`config.mk`:
```
export PLATFORM = sky130hd
export DESIGN_NAME = shift_sequencer_flat
export DESIGN_NICKNAME = d
export VERILOG_FILES = /design/src/rtl/shift_sequencer_if.sv /design/src/rtl/shift_sequencer.sv /design/src/flat_wrapper.sv
export SDC_FILE = /design/constraint.sdc
export NUM_CORES = 1
export LEC_CHECK = 0
export CAP_MARGIN = 25
export CORE_MARGIN = 2
export CORE_UTILIZATION = 40
export DETAILED_ROUTE_END_ITERATION = 10
export PLACE_DENSITY = 0.75
export SLEW_MARGIN = 20
export SYNTH_ARGS = -nofsm -noshare
export SYNTH_HDL_FRONTEND = slang
export SYNTH_SLANG_ARGS = --single-unit
```
`constraint.sdc`:
```
create_clock -name i_clk -period 2.4 [get_ports i_clk]
set_input_delay 0.6 -clock i_clk [delete_from_list [all_inputs] [get_ports i_clk]]
set_output_delay 0.6 -clock i_clk [all_outputs]
set_load 0.01 [all_outputs]
```
`src/rtl/shift_sequencer_if.sv`:
```
// Upstream word handshake between a word source and shift_sequencer.
// The source drives valid/data/div; the sequencer answers with ready.
interface shift_sequencer_if #(
   parameter int WIDTH = 8,
   parameter int DIV_W = 8
);
   logic             i_valid;
   logic [WIDTH-1:0] i_data;
   logic [DIV_W-1:0] i_div;
   logic             o_ready;

   modport master (output i_valid, output i_data, output i_div, input o_ready);
   modport slave  (input i_valid, input i_data, input i_div, output o_ready);
endinterface

```
`src/rtl/shift_sequencer.sv`:
```
// Sequences an external shift register: one load strobe per accepted word,
// then WIDTH shift strobes spaced div+1 cycles apart, then a done pulse.
module shift_sequencer #(
   parameter int WIDTH = 8,
   parameter int DIV_W = 8
) (
   input  logic             i_clk,
   input  logic             i_rst,
   shift_sequencer_if.slave up,
   input  logic             i_abort,
   output logic             o_load,
   output logic [WIDTH-1:0] o_ldata,
   output logic             o_shift,
   output logic             o_frame,
   output logic             o_done
);
   localparam int BIT_W = $clog2(WIDTH + 1);

   typedef enum logic [1:0] {IDLE, LOAD, SHIFT} state_t;

   state_t           state, state_nx;
   logic [DIV_W-1:0] div_q, div_cnt;
   logic [BIT_W-1:0] bit_cnt;
   logic             done_q;
   logic             hs, tick, last;

   assign up.o_ready = (state == IDLE);
   assign o_done     = done_q;

   always_ff @(posedge i_clk) begin
      if (i_rst) state <= IDLE;
      else       state <= state_nx;
   end

   always_comb begin
      state_nx = state;
      o_load   = 1'b0;
      o_shift  = 1'b0;
      o_frame  = 1'b0;
      hs       = 1'b0;
      tick     = 1'b0;
      last     = 1'b0;
      case (state)
         IDLE: begin
            hs = up.i_valid;
            if (hs) state_nx = LOAD;
         end
         LOAD: begin
            o_load   = 1'b1;
            o_frame  = 1'b1;
            state_nx = i_abort ? IDLE : SHIFT;
         end
         SHIFT: begin
            o_frame = 1'b1;
            tick    = (div_cnt == div_q);
            o_shift = tick;
            last    = tick && (bit_cnt == BIT_W'(WIDTH - 1));
            if (i_abort || last) state_nx = IDLE;
         end
         default: state_nx = IDLE;
      endcase
   end

   // Divider counts 0..div then wraps, so div = all-ones never overflows.
   always_ff @(posedge i_clk) begin
      if (i_rst) begin
         o_ldata <= '0;
         div_q   <= '0;
         div_cnt <= '0;
         bit_cnt <= '0;
         done_q  <= 1'b0;
      end else begin
         done_q <= last && !i_abort;
         if (hs) begin
            o_ldata <= up.i_data;
            div_q   <= up.i_div;
         end
         case (state)
            LOAD: begin
               div_cnt <= '0;
               bit_cnt <= '0;
            end
            SHIFT: begin
               if (tick) begin
                  div_cnt <= '0;
                  bit_cnt <= bit_cnt + 1'b1;
               end else begin
                  div_cnt <= div_cnt + 1'b1;
               end
            end
            default: ;
         endcase
      end
   end
endmodule

```
`src/flat_wrapper.sv`:
```
// flat-port wrapper written by rule: the top's interface ports become plain ports
module shift_sequencer_flat 
#(
   parameter int WIDTH = 8,
   parameter int DIV_W = 8
)
  (i_clk, i_rst, i_abort, o_load, o_ldata, o_shift, o_frame, o_done, up_i_valid, up_i_data, up_i_div, up_o_ready);
  shift_sequencer_if #(.WIDTH(WIDTH), .DIV_W(DIV_W)) up_i ();
  input  logic i_clk;
  input  logic i_rst;
  input  logic i_abort;
  output logic o_load;
  output logic [WIDTH-1:0] o_ldata;
  output logic o_shift;
  output logic o_frame;
  output logic o_done;
  input wire logic [$bits(up_i.i_valid)-1:0] up_i_valid;
  input wire logic [$bits(up_i.i_data)-1:0] up_i_data;
  input wire logic [$bits(up_i.i_div)-1:0] up_i_div;
  output wire logic [$bits(up_i.o_ready)-1:0] up_o_ready;
  assign up_i.i_valid = up_i_valid;
  assign up_i.i_data = up_i_data;
  assign up_i.i_div = up_i_div;
  assign up_o_ready = up_i.o_ready;
  shift_sequencer #(.WIDTH(WIDTH), .DIV_W(DIV_W)) u_core (.i_clk(i_clk), .i_rst(i_rst), .up(up_i), .i_abort(i_abort), .o_load(o_load), .o_ldata(o_ldata), .o_shift(o_shift), .o_frame(o_frame), .o_done(o_done));
endmodule
```
# After elaboration in Yosys (flattened, before gate mapping)
# Index checks and enable logic that the tools add are counted.
[classes]
reduce_logical = 9
n_eq_ne = 7
mux = 13
add_sub_neg = 2
[op_table]
columns = ["operator", "count"]
rows = [
  ["8-bit one-hot mux with 2 select lines", 1],
  ["8-bit by 1-bit adder with 8-bit output (second input constant)", 1],
  ["8-bit == test", 1],
  ["8-bit two-way mux", 1],
  ["4-bit one-hot mux with 2 select lines", 1],
  ["2-bit two-way mux", 3],
  ["2-bit one-hot mux with 3 select lines", 1],
  ["1-bit two-way mux", 5],
  ["4-bit by 1-bit adder with 4-bit output (second input constant)", 1],
  ["4-bit by 3-bit == test with 1-bit output (second input constant)", 1],
  ["4-bit two-way mux", 1],
  ["2-bit inequality test (second input constant)", 2],
  ["2-bit AND reduction", 2],
  ["2-bit by 1-bit == test with 1-bit output (second input constant)", 1],
  ["2-bit == test (second input constant)", 1],
  ["1-bit logical AND", 2],
  ["2-bit logical NOT", 1],
  ["2-bit by 1-bit inequality test with 1-bit output (second input constant)", 1],
  ["2-bit nonzero test", 1],
  ["2-bit OR reduction", 1],
  ["1-bit logical NOT", 1],
  ["1-bit logical OR", 1],
]
[word_totals]
input_bits = 20
elab_cells = 37
output_inout_bits = 13
register_bits = 31

# Longest topological paths before layout
# Gate-level depths: netlist (run 1).
[logic_depth]
ltp_word = 5
ltp_mapped = 7
ltp_nobuf = 6

# Worst setup path before layout (run 1)
# No wires, ideal clock.
[synth_path]
path_type = "reg2out"
startpoint = "register u_core.state[0]"
endpoint = "output o_shift"
setup_slack_ps = 500
required_time_ps = 1800
n_path_buf = 1
t_arrival_ps = 1300
stages_incl_launch_ff = 6
cell_sequence = "dfxtp_1 > inv_1 > ha_1 > clkbuf_1 > inv_1 > nor3_1"
[synth_between]
elab_chain_cells = 2
[synth_lines]
columns = ["element", "line", "rtl"]
rows = [
  ["start, declared", "shift_sequencer.sv:21", "state_t state, state_nx;"],
  ["start signal, assigned", "shift_sequencer.sv:32", "else state <= state_nx;"],
  ["2-bit == test", "shift_sequencer.sv:43", "case (state)"],
  ["1-bit two-way mux", "shift_sequencer.sv:43", ""],
  ["end, declared", "flat_wrapper.sv:14", "output logic o_shift;"],
]
# No other way between the ends.

# Final worst setup path (run 1)
[layout_path]
startpoint = "register u_core.state[0]"
endpoint = "output o_frame"
[layout_between]
elab_chain_cells = 3
elab_cells_between_ends = 4
classes_between = "eq/ne: 2; mux: 1; reduce/logical: 1"
[layout_lines]
columns = ["element", "line", "rtl"]
rows = [
  ["2-bit by 1-bit == test with 1-bit output or 2-bit == test (tied branches)", "shift_sequencer.sv:43", ""],
  ["2-bit OR reduction (no source line) (*)", "-", ""],
  ["1-bit two-way mux (*)", "shift_sequencer.sv:43", ""],
  ["end, declared", "flat_wrapper.sv:15", "output logic o_frame;"],
]
# Mark *: on every way between the ends. The rest lies on a longest branch, timed or not.

==> results of run 1 <==
-- power groups by stage --
stage	sequential [mW]	combinational, mW	clock, mW
after global placement	0.559	0.222	0
after floorplan	0.563	0.118	0
after CTS	0.550	0.228	0.426
after global routing	0.552	0.249	0.452
after detailed placement	0.560	0.222	0
final	0.550	0.227	0.411
-- worst paths after layout --
path	cells past startpoint	end	slack (ps)	start
max	3	o_frame	260	u_core.state[0]$_SDFFE_PP0P_
min	2	u_core.o_ldata[3]$_SDFFE_PP0P_	450	u_core.o_ldata[3]$_SDFFE_PP0P_
max reg2reg	7	u_core.div_cnt[7]$_SDFFE_PP0P_	540	u_core.state[0]$_SDFFE_PP0P_
min reg2reg	2	u_core.o_ldata[3]$_SDFFE_PP0P_	450	u_core.o_ldata[3]$_SDFFE_PP0P_
-- layout make-up --
type                            instances  area (sq um)  share of cell area (%)
Clock buffer                            6          82.6                    4.05
Tap cell                               48          60.1                    2.95
Clock inverter                          1          5.00                   0.246
Sequential cell                        31           622                    30.5
Inverter                                6          22.5                    1.10
Multi-Input combinational cell        135           860                    42.2
Timing Repair Buffer                   41           387                    19.0
-- synthesized netlist by cell type (5+ instances only) --
library cell | count | area [sq um]
a21oi_1 | 20 | 100
clkbuf_1 | 9 | 33.8
dfxtp_1 | 31 | 621
ha_1 | 5 | 62.6
inv_1 | 6 | 22.5
nand2_1 | 37 | 139
nand2b_1 | 5 | 31.3
nand3_1 | 5 | 25.0
nor3_1 | 5 | 25.0
xnor2_1 | 8 | 70.1
-- flip-flops by register name, summed over array words and instances, names as in the netlist --
signal,flops
u_core.div_cnt,8
u_core.div_q,8
u_core.o_ldata,8
u_core.bit_cnt,4
u_core.state,2
u_core.o_done,1
-- cell families after synthesis --
family | after synthesis | synth area share [%]
fa+ha+maj | 5 | 4.12
xor+xnor | 12 | 7.42
mux | 1 | 0.660
flops | 31 | 40.9
buf+inv | 17 | 4.20
compound gates | 41 | 17.0
simple gates | 76 | 25.7
-- cells in the final DEF (no fill, tap or decap), types with 3 or more instances in the layout --
master           count
buf_4                9
nand2b_1             5
nor2b_1              3
ha_1                 5
xnor2_1              6
nand3_1              5
nor2_1               4
xor2_1               3
a211oi_1             4
clkdlybuf4s50_1     31
nor3_1               4
nand4_1              4
inv_1                6
a21oi_1             20
nand2_1             37
a31oi_1              4
xnor2_2              3
clkbuf_8             6
dfxtp_1             30
-- per-layer routing --
layer / vias to the layer above / part of all wire (%) / track usage (%)
li1: 716 / - / -
met1: 632 / 47 / 20.3
met2: 50 / 44 / 27.3
met5: - / 0 / 0
met3: 4 / 7.7 / 6.85
met4: 0 / 1.1 / 5.47
-- tightest hold or removal path, cell delays in order, from the launching register on --
cell	delay, ps
dfxtp_1	310
nand2_1	50
a21oi_1	50
-- metrics by stage --
stage | util, % | setup slack [ps] | instances
finish | 55.7 | 264 | 268
global route | 55.7 | 178 | 268
CTS | 55.7 | 244 | 268
detailed placement | 52.6 | 162 | 261
global placement | 52.6 | 182 | 261
floorplan | - | 500 | 183
==> run metrics, run 1 <==
Period minus WS final=2140 ps; Slew Viols, Final=0; switching power share of the total=26.6%; postcts setup bufs=0; CP Cell Sequence=inv_1, ha_1, clkdlybuf4s50_1; main flop type after synthesis=dfxtp_1; Ant. Diodes=0; CP Launch Type=flop; Clock Latency Late Sink=280 ps; type of element capturing the critical path=output pin; Fin. Hold Viols=0; fillers=354; post-CTS resize count=6; Syn-to-layout area delta=34.3%; Max FO, Critical Path=3; CTS tree=yes; # port buffers=32; Post-synth EDFFs=0; Hold Crit Class=flop to flop; routed len/inst=12.6 microns; internal power=872 uW; clock network power share=34.6%; Final Cell Area=2040 sq um; Post-CTS Hold Buffers=0; Avg Inst Size Synth=8.29 sq um; outcome=completed; Reg power frac=46.3%; WP buf/inv=2; area post-placement=1920 sq um; first-pass GRT wire length=5520 microns; Final Skew=3.84 ps; post-route DRC violation count=0; Routed Antenna Nets=0; global placement routability congestion=0.822; Initial Util=41.5%; # clock sinks=31; Comb pwr share=19.1%; Final Hold Slack=451 ps; Worst path max stage delay=530 ps; Tot GR Track Use=16.8%; required time of the worst setup path=1800 ps; die height=65.6 microns; Switch Pwr=316 uW; htree depth=2; Mapped Area=1520 sq um; Post-layout nets=245; Slowest-stage cell, CP=clkdlybuf4s50_1; Row Count=22; Tcrit/Tclk final=89.0%; max_cap viols=0; clk slew on worst S/H paths=60 ps; syn_nets=208; Syn Inst Count=183; worst vdd ir=444 uV; final setup fails=0; LEAKAGE=0.726 nW; proportion of layout cells with a drive suffix above 1=12.7%; first drt pass iteration count=4; Die X=65.6 microns; post-synthesis register bit count=31; gr ovfl total=0; critical path type=flop to output pin; PD cells=583 nW/um^2; io pins=33; post-detail-place hpwl=2350 microns; unrepaired setup endpoints after global routing=false; pin count of the biggest net entering global routing=22; number of global-route vias before repair=1,220; arrival time at the worst endpoint=1540 ps; Peak Freq=468 MHz; total power=1.19 mW; Vias=1,402; sequential area share after synthesis=40.9%; Slew HR=58.9%; WL final=3370 microns; Fin Setup TNS=0 ps; die area=4300 sq um; Crit path max-delay family=buffers and inverters; vias per inst=5.23; initial antenna violation count=0; DRT iter0 DRCs=63; post-synth cell types=40; worst slew pin tran=613 ps; CTS root buf=clkbuf_8; clock buffer count from CTS=5; Async S/R FF share, synth=0%; core area=3660 sq um; Synthesis Warnings=0; Clock Path Buffers=2
Note: power is estimated with default switching activity, not from simulation.
==> run 2, diff against run 1 <==
--- a/config.mk
+++ b/config.mk
@@ -8,6 +8,7 @@
 export CAP_MARGIN = 25
 export CORE_MARGIN = 2
 export CORE_UTILIZATION = 40
+export CTS_CLUSTER_DIAMETER = 50
 export DETAILED_ROUTE_END_ITERATION = 10
 export PLACE_DENSITY = 0.75
 export SLEW_MARGIN = 20
==> results of run 2 <==
Same layout as run 1: the final DEF is identical, and so are final timing and power.
